### config.mk
export PLATFORM = sky130hd
export DESIGN_NAME = cv_bus_master
export DESIGN_NICKNAME = d
export VERILOG_FILES = /design/src/rtl/cv_bus_pkg.sv /design/src/rtl/cv_bus_master.sv
export SDC_FILE = /design/constraint.sdc
export NUM_CORES = 1
export LEC_CHECK = 0
export CAP_MARGIN = 10
export CORE_ASPECT_RATIO = 1.75
export CORE_MARGIN = 4
export CORE_UTILIZATION = 39
export CTS_CLUSTER_SIZE = 28
export DETAILED_ROUTE_END_ITERATION = 7
export PLACE_DENSITY = 0.76
export SLEW_MARGIN = 20
export SYNTH_ARGS = -nofsm -noshare
export SYNTH_HDL_FRONTEND = slang
export SYNTH_SLANG_ARGS = --single-unit
export TNS_END_PERCENT = 5
### constraint.sdc
create_clock -name clk_i -period 1.7 [get_ports clk_i]
set_input_delay 0.425 -clock clk_i [delete_from_list [all_inputs] [get_ports clk_i]]
set_output_delay 0.425 -clock clk_i [all_outputs]
set_load 0.02 [all_outputs]
### src/rtl/cv_bus_pkg.sv
// Shared types for the Z80-style bus cycle generator: command encoding,
// bus state encoding and the fixed upper byte of refresh addresses.
package cv_bus_pkg;

    typedef enum logic [1:0] {
        CMD_MRD  = 2'b00,
        CMD_MWR  = 2'b01,
        CMD_IORD = 2'b10,
        CMD_IOWR = 2'b11
    } cmd_t;

    typedef enum logic [2:0] {
        ST_IDLE = 3'd0,
        ST_T1   = 3'd1,
        ST_T2   = 3'd2,
        ST_TWA  = 3'd3,
        ST_TW   = 3'd4,
        ST_T3   = 3'd5,
        ST_R1   = 3'd6,
        ST_R2   = 3'd7
    } state_t;

    localparam logic [7:0] REFRESH_ADDR_HI = 8'h00;

    function automatic logic cmd_is_io(input cmd_t c);
        return (c == CMD_IORD) || (c == CMD_IOWR);
    endfunction

    function automatic logic cmd_is_write(input cmd_t c);
        return (c == CMD_MWR) || (c == CMD_IOWR);
    endfunction

endpackage

### src/rtl/cv_bus_master.sv
// Z80-compatible bus cycle generator: one command in, one T-state-accurate
// MREQ/IORQ/RD/WR cycle out. CV_BUS_RFSH_EN appends R1/R2 refresh to mem reads.
module cv_bus_master
    import cv_bus_pkg::*;
#(
    parameter int IO_AUTO_WAIT = 1,
    parameter int WAIT_TIMEOUT = 255
) (
    input  logic        clk_i,
    input  logic        reset_i,
    input  logic        req_i,
    input  logic [1:0]  cmd_i,
    input  logic [15:0] addr_i,
    input  logic [7:0]  wdata_i,
    output logic        ack_o,
    output logic        err_o,
    output logic [7:0]  rdata_o,
    output logic        busy_o,
    output logic [15:0] a_o,
    output logic [7:0]  d_o,
    output logic        d_oe_o,
    input  logic [7:0]  d_i,
    output logic        mreq_n_o,
    output logic        iorq_n_o,
    output logic        rd_n_o,
    output logic        wr_n_o,
    output logic        rfsh_n_o,
    input  logic        wait_n_i,
    output state_t      dbg_state_o
);

    // Handshake: req_i is accepted only while busy_o is low (IDLE); every
    // accepted request yields exactly one ack_o pulse (with err_o) unless a
    // reset intervenes, and req_i may be held high in that ack cycle.

    localparam logic [1:0] TWA_LAST      = 2'(IO_AUTO_WAIT - 1);
    localparam logic [7:0] TIMEOUT_CNT   = 8'(WAIT_TIMEOUT);
    localparam logic       HAS_AUTO_WAIT = (IO_AUTO_WAIT > 0);

    state_t      state_q, state_d;
    cmd_t        cmd_q, cmd_d;
    logic [15:0] a_q, a_d;
    logic [7:0]  dout_q, dout_d;
    logic [7:0]  rdata_q, rdata_d;
    logic [7:0]  wait_cnt_q, wait_cnt_d;
    logic [1:0]  twa_cnt_q, twa_cnt_d;
    logic        abort_q, abort_d;
    logic        ack_q, ack_d;
    logic        err_q, err_d;

    logic        is_io;
    logic        is_write;
    logic [7:0]  wait_cnt_inc;
    logic        timeout_hit;

`ifdef CV_BUS_RFSH_EN
    logic [6:0]  r_q, r_d;
`endif

    assign is_io        = cmd_is_io(cmd_q);
    assign is_write     = cmd_is_write(cmd_q);
    assign wait_cnt_inc = wait_cnt_q + 8'd1;
    assign timeout_hit  = !wait_n_i && (wait_cnt_inc == TIMEOUT_CNT);

    always_ff @(posedge clk_i) begin
        if (reset_i) begin
            state_q    <= ST_IDLE;
            cmd_q      <= CMD_MRD;
            a_q        <= '0;
            dout_q     <= '0;
            rdata_q    <= '0;
            wait_cnt_q <= '0;
            twa_cnt_q  <= '0;
            abort_q    <= 1'b0;
            ack_q      <= 1'b0;
            err_q      <= 1'b0;
        end else begin
            state_q    <= state_d;
            cmd_q      <= cmd_d;
            a_q        <= a_d;
            dout_q     <= dout_d;
            rdata_q    <= rdata_d;
            wait_cnt_q <= wait_cnt_d;
            twa_cnt_q  <= twa_cnt_d;
            abort_q    <= abort_d;
            ack_q      <= ack_d;
            err_q      <= err_d;
        end
    end

`ifdef CV_BUS_RFSH_EN
    always_ff @(posedge clk_i) begin
        if (reset_i) begin
            r_q <= '0;
        end else begin
            r_q <= r_d;
        end
    end
`endif

    always_comb begin
        state_d = state_q;
        case (state_q)
            ST_IDLE: begin
                if (req_i) begin
                    state_d = ST_T1;
                end
            end
            ST_T1: state_d = ST_T2;
            ST_T2: begin
                if (is_io && HAS_AUTO_WAIT) begin
                    state_d = ST_TWA;
                end else if (!wait_n_i) begin
                    state_d = ST_TW;
                end else begin
                    state_d = ST_T3;
                end
            end
            ST_TWA: begin
                // Only the final auto-wait cycle looks at the wait input.
                if (twa_cnt_q == TWA_LAST) begin
                    state_d = wait_n_i ? ST_T3 : ST_TW;
                end
            end
            ST_TW: begin
                if (wait_n_i || timeout_hit) begin
                    state_d = ST_T3;
                end
            end
            ST_T3: begin
`ifdef CV_BUS_RFSH_EN
                state_d = (cmd_q == CMD_MRD) ? ST_R1 : ST_IDLE;
`else
                state_d = ST_IDLE;
`endif
            end
`ifdef CV_BUS_RFSH_EN
            ST_R1: state_d = ST_R2;
            ST_R2: state_d = ST_IDLE;
`endif
            default: state_d = ST_IDLE;
        endcase
    end

    always_comb begin
        cmd_d      = cmd_q;
        a_d        = a_q;
        dout_d     = dout_q;
        rdata_d    = rdata_q;
        wait_cnt_d = wait_cnt_q;
        twa_cnt_d  = twa_cnt_q;
        abort_d    = abort_q;
`ifdef CV_BUS_RFSH_EN
        r_d        = r_q;
`endif
        case (state_q)
            ST_IDLE: begin
                if (req_i) begin
                    cmd_d      = cmd_t'(cmd_i);
                    a_d        = addr_i;
                    wait_cnt_d = '0;
                    twa_cnt_d  = '0;
                    abort_d    = 1'b0;
                    if (cmd_i[0]) begin
                        dout_d = wdata_i;
                    end
                end
            end
            ST_TWA: twa_cnt_d = twa_cnt_q + 2'd1;
            ST_TW: begin
                wait_cnt_d = wait_cnt_inc;
                if (timeout_hit) begin
                    abort_d = 1'b1;
                end
            end
            ST_T3: begin
                if (!is_write && !abort_q) begin
                    rdata_d = d_i;
                end
`ifdef CV_BUS_RFSH_EN
                if (state_d == ST_R1) begin
                    a_d = {REFRESH_ADDR_HI, 1'b0, r_q};
                end
`endif
            end
`ifdef CV_BUS_RFSH_EN
            ST_R2: r_d = r_q + 7'd1;
`endif
            default: ;
        endcase
        ack_d = ((state_q == ST_T3) && (state_d == ST_IDLE)) || (state_q == ST_R2);
        err_d = ack_d && abort_q;
    end

    always_comb begin
        mreq_n_o = 1'b1;
        iorq_n_o = 1'b1;
        rd_n_o   = 1'b1;
        wr_n_o   = 1'b1;
        rfsh_n_o = 1'b1;
        d_oe_o   = 1'b0;
        case (state_q)
            ST_T1: begin
                // I/O strobes wait for T2; memory strobes start in T1.
                mreq_n_o = is_io;
                rd_n_o   = is_io || is_write;
                d_oe_o   = is_write;
            end
            ST_T2, ST_TWA, ST_TW, ST_T3: begin
                mreq_n_o = is_io;
                iorq_n_o = !is_io;
                rd_n_o   = is_write;
                wr_n_o   = !is_write;
                d_oe_o   = is_write;
            end
`ifdef CV_BUS_RFSH_EN
            ST_R1: begin
                mreq_n_o = 1'b0;
                rfsh_n_o = 1'b0;
            end
            ST_R2: rfsh_n_o = 1'b0;
`endif
            default: ;
        endcase
    end

    assign ack_o       = ack_q;
    assign err_o       = err_q;
    assign rdata_o     = rdata_q;
    assign busy_o      = (state_q != ST_IDLE);
    assign a_o         = a_q;
    assign d_o         = dout_q;
    assign dbg_state_o = state_q;

endmodule

# == Yosys cells after proc, flatten, opt, wreduce, memory -nomap -nowiden ==
# Cells that the tools add are included.
# word_totals
inputBits,38
register_bits,50
elab_cells,69
# op_classes
eq_ne,12
muxes,18
n_reduce_logical,27
addsub,2
# op_table
op,count
one-hot mux 8 bit (2 select lines),1
one-hot mux 3 bit (5 select lines),1
2-to-1 mux 3 bit,4
"equality test 3 bit, second input constant",3
"adder 8 x 1 -> 8 bit, second input constant",1
"equality test 8 bit, second input constant",1
2-to-1 mux 8 bit,1
AND reduction 2 bit,4
2-to-1 mux 1 bit,7
"equality test 3 x 2 -> 1 bit, second input constant",2
zero test 3 bit,2
AND reduction 3 bit,2
logical OR 1 bit,5
OR reduction 5 bit,1
"equality test 2 bit, second input constant",2
logical AND 1 bit,4
zero test 1 bit,4
"!= test 2 bit, second input constant",2
one-hot mux 1 bit (2 select lines),2
one-hot mux 2 bit (2 select lines),1
nonzero test 2 bit,2
OR reduction 4 bit,1
"equality test 3 x 1 -> 1 bit, second input constant",1
nonzero test 3 bit,1
other kinds (4),4

# == Logic depth before layout (Yosys ltp) ==
# depth
ltp_word,10
mapped_depth,6

# == Least setup slack after synthesis ==
# OpenSTA, ideal clock, no wires.
# synth_timing
path_kind,register -> output
startpoint,reg state_q[0] (netlist: dbg_state_o[0])
endpoint,out rd_n_o
t_arrival_ns,1.392
setup_slack_ns,-0.117
stages_incl_launch_ff,5
path_buffers,2
required_ns,1.275
path_cell_list,dfxtp_1 > buf_6 > clkbuf_1 > nor2b_1 > o31ai_1
# synth_via
elab_chain_cells,3
# synth_lines
item,line,rtl
start: declaration,cv_bus_master.sv:40,"state_t state_q, state_d;"
start signal: assignment,cv_bus_master.sv:78,state_q <= state_d;
equality test 3 bit or equality test 3 x 2 -> 1 bit (tied branches),cv_bus_master.sv:202,case (state_q)
OR reduction 4 bit,--,
one-hot mux 1 bit (2 select lines) (*),cv_bus_master.sv:202,
end: declaration,cv_bus_master.sv:25,"output logic rd_n_o,"
# Mark *: on every way between the ends. The rest lies on a longest branch, timed or not.

# == Final worst setup path ==
# layout_timing
startpoint,reg state_q[1] (netlist: dbg_state_o[1])
endpoint,out d_oe_o
# layout_via
elab_chain_cells,3
# layout_lines
item,line,rtl
equality test 3 bit (tied with other cells),cv_bus_master.sv:202,
OR reduction 5 bit (no source line) (*),--,
2-to-1 mux 1 bit (*),cv_bus_master.sv:202,
end: declaration,cv_bus_master.sv:21,"output logic d_oe_o,"
# Marks and branches as above.

==> flow_summary.toml <==
[outcome]
run_status = "finished with violations"
violations = "setup timing"

[layout]
drive_gt1_frac = 0.152
nNetsFinal = 395
design_area_mm2 = 0.00328
fin_util = 0.630
n_fill_cell = 438
syn2layout_area_growth_pct = 57.6
stdcell_count = 410
n_antenna_cell = 0

[pwr]
switchingPower_mw = 0.792
swShare = 0.280
ir_worst_vdd_v = 0.000719
power.density_mw_per_mm2 = 861
p_int_mw = 2.03
seq_power_share = 0.451
power.clock.fraction = 0.289
leakagePower_nw = 1.69
comb_power_share = 0.261

[grt]
groute.usage.overall = 0.170
grt_pass1_wl_um = 9200
overflow = 0
grt_antenna_before_repair = 0
grt_max_degree = 21
first_global_vias = 2067

[yosys]
ys_seq_elements = 50
yosysUniqueCellTypes = 41
async_flop_share = 0
synth_ff_type = "dfxtp_1"
synth_top_area_frac = 0.481
synth_edf_count = 0
yosysSeqAreaShare = 0.481
yosysMostFrequentCell = "nand2_1"
yosysWarnings = 0
syn_avg_cell_area_um2 = 8.13
syn_inst = 256
synth_area_leaders = "dfxtp_1 (48%), nand2_1 (10%), a21oi_1 (8.7%)"
mappedNetlistArea_mm2 = 0.00208
synthesis.nets = 297
synth_area_leader_cell = "dfxtp_1"
netlist_top_cells_count = "nand2_1 (58), dfxtp_1 (50), a21oi_1 (36)"

[clocking]
root_buffer = "clkbuf_8"
htree_levels = 2
cts_hold_buffers = 0
clk_pin_slew_worst_paths_ns = 0.08
clock-sinks = 50
cts-buffers-inserted = 5
cts_tree = "yes"
cts_buffer_depth = 2
clkLatencyLatePin_ns = 0.30

[critical_path]
crit_chain = "nor3_4 -> inv_2 -> and3_1 -> buf_2"
critical_path.max_stage_delay_ns = 0.36
critPathKind = "flop to output pin"
start_kind = "flop"
path_max_fanout = 3
critPathSlowestCell = "dfxtp_4"
arrival_ns = 1.28
crit_required_ns = 1.27
end_kind = "output pin"

[sta]
finalSetupViolCount = 1
fin_crit_sh = 1.00
hold_viol = 0
fin_ws_ns = -0.00835
finalMaxSlewViolations = 0
rsz0062_at_grt = "yes"
finClkSkew_ns = 0.00701
fmax_ghz = 0.585
holdWs_ns = 0.452
layout_min_cycle_time_ns = 1.71

[detailed_routing]
drt_wl_total_um = 5690
vias = 2116
drc_errors = 0
firstDrtPassIters = 4
ant_nets = 0
vias_per_cell = 5.16
wl_per_cell_um = 13.9
first_iter_violations = 38

[die]
die_area_mm2 = 0.00662
initial_core_util = 0.400
die_width_um = 63.2
num_rows = 35
die_h_um = 105
ios = 82
core_region_area_mm2 = 0.00521

[placed_design]
portBuffers = 80
dp_hpwl_um = 4300
place_congestion = 0.821
place_area_mm2 = 0.00309
post-place-ws_ns = -0.179
placedCellCount = 401

[flow_run]
maxCapViolCount = 0

[hold_path]
hold_path.class = "flop to flop"
-- timing repair --
item / CTS / global route
gates cloned: 0 / 0
setup endpoints to repair: 16 / 46
pin swaps: 1 / 1
endpoints found under the hold margin: 0 / 0
resized for setup: 32 / 43
buffers inserted: 0 / 1
-- worst paths after layout --
| kind | from | slack [ns] | endpoint | cells after the start |
|---|---|---|---|---|
| setup reg to reg | dbg_state_o[2] | 0.01 | wait_cnt_q[7] | 4 |
| setup / recovery | dbg_state_o[1] | -0.008 | d_oe_o | 4 |
| hold / removal | a_o[13] | 0.45 | a_o[13] | 2 |
| hold reg to reg | a_o[13] | 0.45 | a_o[13] | 2 |
-- state kept, by name (all words and copies together) (netlist names) --
| signal | flops |
|---|---|
| ack_o | 1 |
| err_o | 1 |
| abort_q | 1 |
| dbg_state_o | 3 |
| d_o | 8 |
| wait_cnt_q | 8 |
| rdata_o | 8 |
| cmd_q | 2 |
| twa_cnt_q | 2 |
| a_o | 16 |
-- worst max-delay path: cells and delay by family (launching register included) --
family	cells	cell delay, ns
buf+inv	2	0.22
flops	1	0.36
simple gates	2	0.40
-- power groups by stage --
| stage | combinational [mW] | sequential [mW] | clock, mW |
|---|---|---|---|
| after floorplan | 0.281 | 1.37 | 0 |
| after global placement | 0.738 | 1.29 | 0 |
| after detailed placement | 0.744 | 1.30 | 0 |
| after CTS | 0.732 | 1.27 | 0.835 |
| after global routing | 0.798 | 1.28 | 0.894 |
| final | 0.737 | 1.27 | 0.816 |
-- metrics by stage --
step / total power, mW / TNS, ns
detailed placement: 2.04 / -3.92
global route: 2.97 / -0.172
global placement: 2.03 / -2.90
CTS: 2.84 / -0.440
floorplan: 1.65 / -0.0262
finish: 2.83 / -0.00835
-- cell usage in the layout, fill, tap and decap left out, types with 2 or more instances in the layout --
cell and n:
nand2_1 57, nor2_1 23, clkdlybuf4s50_1 38, buf_6 3, a21oi_1 36, a31oi_1 2
clkbuf_8 5, mux2i_1 8, or4_1 3, ha_1 3, dfxtp_1 47, nand4_1 2
dfxtp_4 2, dlymetal6s2s_1 27, inv_1 5, buf_2 5, nand2b_1 3, a311oi_1 3
o21ai_0 3, nand3_1 12, nor2b_1 2, dlygate4sd2_1 7, nor3_1 3, clkbuf_1 2
buf_4 26
-- area by class of cell --
class	count	area, µm²	share of cell area
clock buffer	7	76.3	0.0233
clock inverter	1	30.0	0.00915
inverter	6	22.5	0.00686
multi-input combinational	183	1010	0.308
sequential	50	1010	0.308
tap	55	68.8	0.0210
timing repair buffer	108	1060	0.324
-- per-layer routing --
metal	GRT usage	wire, µm	share of wire	up-vias
met5	0	0	0	-
met4	0.0696	155	0.027	0
met3	0.0473	290	0.051	13
met2	0.303	3100	0.54	54
met1	0.185	2150	0.38	990
li1	-	-	-	1059
-- kinds of logic after synthesis --
| logic type | share of synthesized area |
|---|---|
| xor+xnor | 0.0126 |
| fa+ha+maj | 0.0180 |
| simple gates | 0.255 |
| other cells | 0.00180 |
| mux | 0.0385 |
| flops | 0.481 |
| buf+inv | 0.0511 |
| compound gates | 0.142 |
Note: power is estimated with default switching activity, not from simulation.
